==> src/rtl/add_sub_16b_pkg.sv <==
// add_sub_16b_pkg
//   Shared constants for the 16-bit adder/subtractor slice.
//   ADDSUB_W : datapath width in bits (fixed at 16).
package add_sub_16b_pkg;

  localparam int ADDSUB_W = 16;

endpackage : add_sub_16b_pkg

==> src/rtl/add_sub_16b_if.sv <==
// add_sub_16b_if
//   Operand/result bundle for add_sub_16b.
//   Signals:
//     AddSub_i_A, AddSub_i_B : operands
//     AddSub_i_fSub          : 0 = add, 1 = subtract
//     AddSub_i_valid         : operands valid this cycle
//     AddSub_o_S             : registered result
//     AddSub_o_C             : registered carry-out (inverted borrow when subtracting)
//     AddSub_o_V             : registered signed-overflow flag
//     AddSub_o_valid         : result registers were loaded on the last edge
//   Handshake: valid-only, no ready. A beat is taken on every rising edge
//   where AddSub_i_valid = 1; AddSub_o_valid is high for exactly the cycle
//   after each taken beat. There is no backpressure.
//   Modports:
//     master : operand source / result sink (testbench or parent block)
//     slave  : the adder/subtractor itself
interface add_sub_16b_if;
  import add_sub_16b_pkg::*;

  logic [ADDSUB_W-1:0] AddSub_i_A;
  logic [ADDSUB_W-1:0] AddSub_i_B;
  logic                AddSub_i_fSub;
  logic                AddSub_i_valid;
  logic [ADDSUB_W-1:0] AddSub_o_S;
  logic                AddSub_o_C;
  logic                AddSub_o_V;
  logic                AddSub_o_valid;

  modport master (
    output AddSub_i_A,
    output AddSub_i_B,
    output AddSub_i_fSub,
    output AddSub_i_valid,
    input  AddSub_o_S,
    input  AddSub_o_C,
    input  AddSub_o_V,
    input  AddSub_o_valid
  );

  modport slave (
    input  AddSub_i_A,
    input  AddSub_i_B,
    input  AddSub_i_fSub,
    input  AddSub_i_valid,
    output AddSub_o_S,
    output AddSub_o_C,
    output AddSub_o_V,
    output AddSub_o_valid
  );

endinterface : add_sub_16b_if

==> src/rtl/add_sub_16b_full_adder.sv <==
// full_adder
//   One-bit full adder cell for the ripple chain.
//   Ports:
//     a, b, cin : addend bits and carry-in
//     s         : sum bit
//     cout      : carry-out
module full_adder (
  input  logic a,
  input  logic b,
  input  logic cin,
  output logic s,
  output logic cout
);

  assign s    = a ^ b ^ cin;
  assign cout = (a & b) | (a & cin) | (b & cin);

endmodule : full_adder

==> src/rtl/add_sub_16b.sv <==
// add_sub_16b
//   Registered 16-bit two's-complement adder/subtractor.
//   Computes {C,S} = A + (B ^ {16{fSub}}) + fSub through a 16-stage ripple
//   of full adders and registers S, C, V one cycle later.
//   Ports:
//     AddSub_i_clk : clock, rising edge
//     AddSub_i_rst : synchronous active-high reset (clears S/C/V/o_valid)
//     bus          : add_sub_16b_if.slave (operands, fSub, valids, results)
module add_sub_16b
  import add_sub_16b_pkg::*;
(
  input  logic               AddSub_i_clk,
  input  logic               AddSub_i_rst,
  add_sub_16b_if.slave       bus
);

  logic [ADDSUB_W-1:0] bEff;
  logic [ADDSUB_W-1:0] sumComb;
  logic [ADDSUB_W:0]   carry;
  logic                vComb;

  logic [ADDSUB_W-1:0] sReg;
  logic                cReg;
  logic                vReg;
  logic                validReg;

  // Subtraction is A + ~B + 1: invert B and feed fSub in as the carry-in.
  assign bEff     = bus.AddSub_i_B ^ {ADDSUB_W{bus.AddSub_i_fSub}};
  assign carry[0] = bus.AddSub_i_fSub;

  for (genvar i = 0; i < ADDSUB_W; i++) begin : g_ripple
    full_adder uFa (
      .a    (bus.AddSub_i_A[i]),
      .b    (bEff[i]),
      .cin  (carry[i]),
      .s    (sumComb[i]),
      .cout (carry[i+1])
    );
  end

  // Signed overflow: carry into the sign bit differs from carry out of it.
  assign vComb = carry[ADDSUB_W] ^ carry[ADDSUB_W-1];

  // Result registers hold their value when no operand is presented;
  // only the valid flag drops.
  always_ff @(posedge AddSub_i_clk) begin
    if (AddSub_i_rst) begin
      sReg     <= '0;
      cReg     <= 1'b0;
      vReg     <= 1'b0;
      validReg <= 1'b0;
    end else begin
      validReg <= bus.AddSub_i_valid;
      if (bus.AddSub_i_valid) begin
        sReg <= sumComb;
        cReg <= carry[ADDSUB_W];
        vReg <= vComb;
      end
    end
  end

  assign bus.AddSub_o_S     = sReg;
  assign bus.AddSub_o_C     = cReg;
  assign bus.AddSub_o_V     = vReg;
  assign bus.AddSub_o_valid = validReg;

endmodule : add_sub_16b

==> src/flat_wrapper.sv <==
// flat-port wrapper written by rule: the top's interface ports become plain ports
module add_sub_16b_flat import add_sub_16b_pkg::*;
  (AddSub_i_clk, AddSub_i_rst, bus_AddSub_i_A, bus_AddSub_i_B, bus_AddSub_i_fSub, bus_AddSub_i_valid, bus_AddSub_o_S, bus_AddSub_o_C, bus_AddSub_o_V, bus_AddSub_o_valid);
  add_sub_16b_if bus_i ();
  input  logic AddSub_i_clk;
  input  logic AddSub_i_rst;
  input wire logic [$bits(bus_i.AddSub_i_A)-1:0] bus_AddSub_i_A;
  input wire logic [$bits(bus_i.AddSub_i_B)-1:0] bus_AddSub_i_B;
  input wire logic [$bits(bus_i.AddSub_i_fSub)-1:0] bus_AddSub_i_fSub;
  input wire logic [$bits(bus_i.AddSub_i_valid)-1:0] bus_AddSub_i_valid;
  output wire logic [$bits(bus_i.AddSub_o_S)-1:0] bus_AddSub_o_S;
  output wire logic [$bits(bus_i.AddSub_o_C)-1:0] bus_AddSub_o_C;
  output wire logic [$bits(bus_i.AddSub_o_V)-1:0] bus_AddSub_o_V;
  output wire logic [$bits(bus_i.AddSub_o_valid)-1:0] bus_AddSub_o_valid;
  assign bus_i.AddSub_i_A = bus_AddSub_i_A;
  assign bus_i.AddSub_i_B = bus_AddSub_i_B;
  assign bus_i.AddSub_i_fSub = bus_AddSub_i_fSub;
  assign bus_i.AddSub_i_valid = bus_AddSub_i_valid;
  assign bus_AddSub_o_S = bus_i.AddSub_o_S;
  assign bus_AddSub_o_C = bus_i.AddSub_o_C;
  assign bus_AddSub_o_V = bus_i.AddSub_o_V;
  assign bus_AddSub_o_valid = bus_i.AddSub_o_valid;
  add_sub_16b u_core (.AddSub_i_clk(AddSub_i_clk), .AddSub_i_rst(AddSub_i_rst), .bus(bus_i));
endmodule
==> config.mk <==
export PLATFORM = sky130hd
export DESIGN_NAME = add_sub_16b_flat
export DESIGN_NICKNAME = d
export VERILOG_FILES = /design/src/rtl/add_sub_16b_pkg.sv /design/src/rtl/add_sub_16b_if.sv /design/src/rtl/add_sub_16b_full_adder.sv /design/src/rtl/add_sub_16b.sv /design/src/flat_wrapper.sv
export SDC_FILE = /design/constraint.sdc
export NUM_CORES = 1
export LEC_CHECK = 0
export CAP_MARGIN = 20
export CORE_MARGIN = 2
export CORE_UTILIZATION = 30
export CTS_CLUSTER_SIZE = 25
export DETAILED_ROUTE_END_ITERATION = 8
export HOLD_SLACK_MARGIN = 0.06
export PLACE_DENSITY = 0.62
export SYNTH_ARGS = -nofsm -noshare
export SYNTH_HDL_FRONTEND = slang
export SYNTH_HIERARCHICAL = 1
export SYNTH_SLANG_ARGS = --single-unit
export TNS_END_PERCENT = 1
==> constraint.sdc <==
create_clock -name AddSub_i_clk -period 8.22 [get_ports AddSub_i_clk]
set_clock_uncertainty 0.1 [all_clocks]
set_input_delay 0.822 -clock AddSub_i_clk [delete_from_list [all_inputs] [get_ports AddSub_i_clk]]
set_output_delay 0.822 -clock AddSub_i_clk [all_outputs]
set_load 0.02 [all_outputs]
After elaboration in Yosys (flattened, before gate mapping). Cells that the tools add are included. Widths: inputs -> output; s select.

Flip-flop bits (word level): 19. Input bits: 36. Output and inout port bits: 19. Logic and storage cells: 118.

Bitwise gates (word level): 114.

Operator list (count): $and 1x1->1 (48); $xor 1x1->1 (33); $or 1x1->1 (32); $xor 16x16->16 (1).

Depth between registers and ports, before layout.
Word-level depth: 50. Depth in mapped cells: 20. Gate-level depth less buffers: 19.

Hierarchy. Netlist, hierarchy kept.

By module, submodules not included: add_sub_16b (times used 1, cells an instance 79, area each 854.6 sq um, sequential area each 380.4 sq um); full_adder (times used 16, cells an instance 1, area each 20.0 sq um, sequential area each 0.0 sq um).

Worst setup path before layout. OpenSTA, ideal clock, no wires.

Kind: input -> register. Start: in bus_AddSub_i_fSub. End: reg u_core.vReg, in the netlist u_core/bus.AddSub_o_V. Library setup time: 0.079 ns. Arrival: 7.604 ns. Data required time: 8.041 ns. Slack: 0.437 ns. Stages: 20. Path buffers: 1. Path through: buf_6 -> xor2_1 -> fa_1 -> fa_1 -> fa_1 -> fa_1 -> fa_1 -> fa_1 -> fa_1 -> fa_1 -> fa_1 -> fa_1 -> fa_1 -> fa_1 -> fa_1 -> fa_1 -> fa_1 -> fa_1 -> xnor2_1 -> a211oi_2.

Word-level cells in the longest chain between the ends: 50. Elaborated cells between the ends (all ways): 82. Classes of those cells: bitwise (82).

RTL lines: start: declaration (line flat_wrapper.sv:9) `input wire logic [$bits(bus_i.AddSub_i_fSub)-1:0] bus_AddSub_i_fSub;`; $xor 16x16->16 (*) (line add_sub_16b.sv:28) `assign bEff = bus.AddSub_i_B ^ {ADDSUB_W{bus.AddSub_i_fSub}};`; via u_core.bEff[0] (line add_sub_16b.sv:17) `logic [ADDSUB_W-1:0] bEff;`; $and 1x1->1 (line add_sub_16b_full_adder.sv:16) `assign cout = (a & b) | (a & cin) | (b & cin);`; $or 1x1->1 (line add_sub_16b_full_adder.sv:16); $or 1x1->1 (*) (line add_sub_16b_full_adder.sv:16); via u_core.carry[1] (line add_sub_16b.sv:19) `logic [ADDSUB_W:0] carry;`; $and 1x1->1 (line add_sub_16b_full_adder.sv:16); $or 1x1->1 (line add_sub_16b_full_adder.sv:16); [1 not listed]; via u_core.carry[2] (line add_sub_16b.sv:19); [3 not listed]; via u_core.carry[3] (line add_sub_16b.sv:19); [3 not listed]; via u_core.carry[4] (line add_sub_16b.sv:19); [3 not listed]; via u_core.carry[5] (line add_sub_16b.sv:19); [3 not listed]; via u_core.carry[6] (line add_sub_16b.sv:19); [3 not listed]; via u_core.carry[7] (line add_sub_16b.sv:19); [3 not listed]; via u_core.carry[8] (line add_sub_16b.sv:19); [3 not listed]; via u_core.carry[9] (line add_sub_16b.sv:19); [3 not listed]; via u_core.carry[10] (line add_sub_16b.sv:19); [3 not listed]; via u_core.carry[11] (line add_sub_16b.sv:19); [3 not listed]; via u_core.carry[12] (line add_sub_16b.sv:19); [3 not listed]; via u_core.carry[13] (line add_sub_16b.sv:19); [3 not listed]; via u_core.carry[14] (line add_sub_16b.sv:19); [1 not listed]; $or 1x1->1 (line add_sub_16b_full_adder.sv:16); $or 1x1->1 (*) (line add_sub_16b_full_adder.sv:16); via u_core.carry[15] (line add_sub_16b.sv:19); $and 1x1->1 (line add_sub_16b_full_adder.sv:16); $or 1x1->1 (line add_sub_16b_full_adder.sv:16); $or 1x1->1 (*) (line add_sub_16b_full_adder.sv:16); via u_core.carry[16] (line add_sub_16b.sv:19); $xor 1x1->1 (*) (line add_sub_16b.sv:42) `assign vComb = carry[ADDSUB_W] ^ carry[ADDSUB_W-1];`; end signal: assignment (line add_sub_16b.sv:57) `vReg <= vComb;`; end: declaration (line add_sub_16b.sv:24) `logic vReg;`.

The timed path passes the listed nets; every way through them passes the cells marked *. A chain may end at the register's enable or synchronous reset.

Worst setup path in the final report. Same ends and word-level chain as after synthesis.

==> results by group <==
Outcome
  – Status: completed

Flow run
  – Max Cap Viol: 0

Logic synthesis
  – YS warnings: 6
  – Syn Area/Cell: 12.4 um^2
  – Cell count after synthesis: 95
  – Mapped cell area: 1170 um^2
  – Sequential-to-total area share from yosys stat: 32.4%
  – Synth unique cells: 13
  – Yosys reg bits: 19
  – Synthesized net count: 147

Worst hold path
  – Worst hold path class: reg2reg
  – Hold Path Depth: 2

Timing
  – Slew margin rel.: 51.6%
  – Fin. max-slew vios: 0
  – Setup TNS: 0 ns
  – Tcrit/Tclk final: 96.4%
  – Worst Tran Pin Value: 0.724 ns
  – Final worst setup slack: 0.295 ns
  – RSZ-0062 raised after global routing: false
  – Fin. Hold Viols: 0
  – Peak Freq: 0.126 GHz
  – Setup-violating endpoint count in the final report: 0
  – Min Tclk post-route: 7.92 ns

Clocking
  – CTS tree: done
  – Clk_lat worst skew: 0.25 ns
  – Htree depth: 1
  – CTS root buffer: clkbuf_8
  – Hold-fix buffers, CTS: 0
  – Clk sink count: 19
  – Clock transition at path regs: 0.07 ns
  – Max Buffers Root-to-Sink: 2
  – CTS buffer count: 3

Setup path
  – Critical Path RT: 8.29 ns
  – CP Capture Type: register
  – Worst Path Max Fanout: 2
  – Worst setup path class: in2reg
  – WP data arrival: 7.99 ns
  – Setup crit start kind: primary input
  – R2r worst-path depth: 2

Floorplan
  – DIE HEIGHT: 66.6 um
  – Row count: 22
  – Initial core utilization: 31.6%
  – Core Footprint: 3720 um^2
  – # IOs: 55
  – Die Wd: 66.6 um
  – Die Area: 4430 um^2

Placed design
  – Routability cong.: 0.738
  – Detail Placement HPWL: 2050 um
  – Port Buffers: 54
  – Dpl ws: -0.187 ns

Layout
  – Commonest non-fill, non-tap cells in the layout: clkdlybuf4s50_1, dfxtp_1, mux2i_1, nor2_1, xor2_1
  – Commonest non-fill, non-tap cell in the layout: clkdlybuf4s50_1
  – Layout cells sized above 1: 9.27%
  – Antenna Cells: 0
  – Final Net Count: 204
  – P&R area growth vs syn: 55.1%

Global route
  – Largest net degree at the start of global routing: 21
  – Grt ovf: 0
  – Antenna violations before repair: 0
  – Overall Global Routing Usage: 13.0%
  – Vias in the first global route: 910
  – First-pass GRT wire length: 4290 um

Drt
  – Drt initial violations: 12
  – Post-DRT Antenna Nets: 0
  – First-pass DRT Iterations: 3
  – DRC: 0
  – Wire per inst: 13.2 um
  – DR vias: 842
  – Post-Route WL: 2630 um
  – Vias per cell: 4.23

Power and ir drop
  – Worst vdd ir: 90.9 uV
  – Total power: 302 uW
  – PwrDens: 166 nW/um^2
  – P_leak: 0.739 nW
[where the power goes]
group / switching [mW] / leakage [nW] / internal (mW) / total, mW
logic: 0.0571 / 0.559 / 0.0680 / 0.125
registers: 0.00677 / 0.157 / 0.105 / 0.112
clock network: 0.0313 / 0.0228 / 0.0345 / 0.0657
[timing repair]
action / in CTS / in global routing
gates resized for setup: 0 / 5
setup buffers: 0 / 0
setup endpoints to repair: 0 / 3
[registers in the layout (all words and copies together), names as in the netlist]
name / count
u_core/bus.AddSub_o_S: 16
u_core/bus.AddSub_o_C: 1
u_core/bus.AddSub_o_V: 1
u_core/bus.AddSub_o_valid: 1
[through the flow]
stage	cells	area (um^2)	hold WS (ns)	util, %
final	199	1820	0.394	49.0
after global routing	199	1820	0.429	49.0
after CTS	198	1780	0.404	47.8
after detailed placement	194	1730	0.386	46.6
after global placement	194	1730	0.371	46.6
after floorplan	95	1170	0.483	-
[synth_stat cells, drive strengths merged]
| library cell | n | area (um^2) |
|---|---|---|
| xor2 | 16 | 140 |
| nor2b | 1 | 6.26 |
| fa | 16 | 320 |
| nor2 | 18 | 70.1 |
| mux2i | 17 | 170 |
| a211oi | 1 | 12.5 |
| dfxtp | 19 | 380 |
| xnor2 | 1 | 8.76 |
| buf | 6 | 66.3 |
[area by class of cell]
| cell class | count | area, um^2 |
|---|---|---|
| sequential | 19 | 380 |
| timing repair buffer | 58 | 591 |
| fill | 355 | 1890 |
| clock buffer | 4 | 45.0 |
| tap | 48 | 60.1 |
| multi-input combinational | 70 | 746 |
[cell families after synthesis]
family	synth area share (%)
xor gates and xnor gates	12.7
muxes	14.5
AOI/OAI and AO/OA	1.06
and+or+nand+nor	6.50
adders and majority gates	27.3
DFF	32.4
buffers and inverters	5.64
[path summary, 6_finish.rpt]
kind                                              start                               endpoint  slack [ns]
setup / recovery                      bus_AddSub_i_fSub     u_core/bus.AddSub_o_V$_SDFFE_PP0P_        0.30
hold / removal    u_core/bus.AddSub_o_S[0]$_SDFFE_PP0P_  u_core/bus.AddSub_o_S[0]$_SDFFE_PP0P_        0.39
setup reg to reg     u_core/bus.AddSub_o_V$_SDFFE_PP0P_     u_core/bus.AddSub_o_V$_SDFFE_PP0P_        7.45
hold reg to reg   u_core/bus.AddSub_o_S[0]$_SDFFE_PP0P_  u_core/bus.AddSub_o_S[0]$_SDFFE_PP0P_        0.39
[critical path: stages]
cell and delay, ns:
clkdlybuf4s50_1 0.44, xor2_1 0.19, fa_1 0.40, fa_1 0.39
fa_1 0.39, fa_1 0.38, fa_1 0.39, fa_1 0.40
fa_1 0.39, fa_1 0.39, fa_1 0.40, fa_2 0.35
fa_1 0.39, fa_1 0.41, fa_2 0.37, fa_1 0.39
fa_2 0.37, fa_2 0.38, xnor2_2 0.15, a211oi_2 0.20
[per-layer routing]
metal	vias up	track usage, %	wire length, um
met3	2	4.73	282
met1	385	17.8	1230
li1	410	-	-
met5	-	0	0
met2	45	19.5	1100
met4	0	3.06	16
Power figures use the tool's default switching activity.
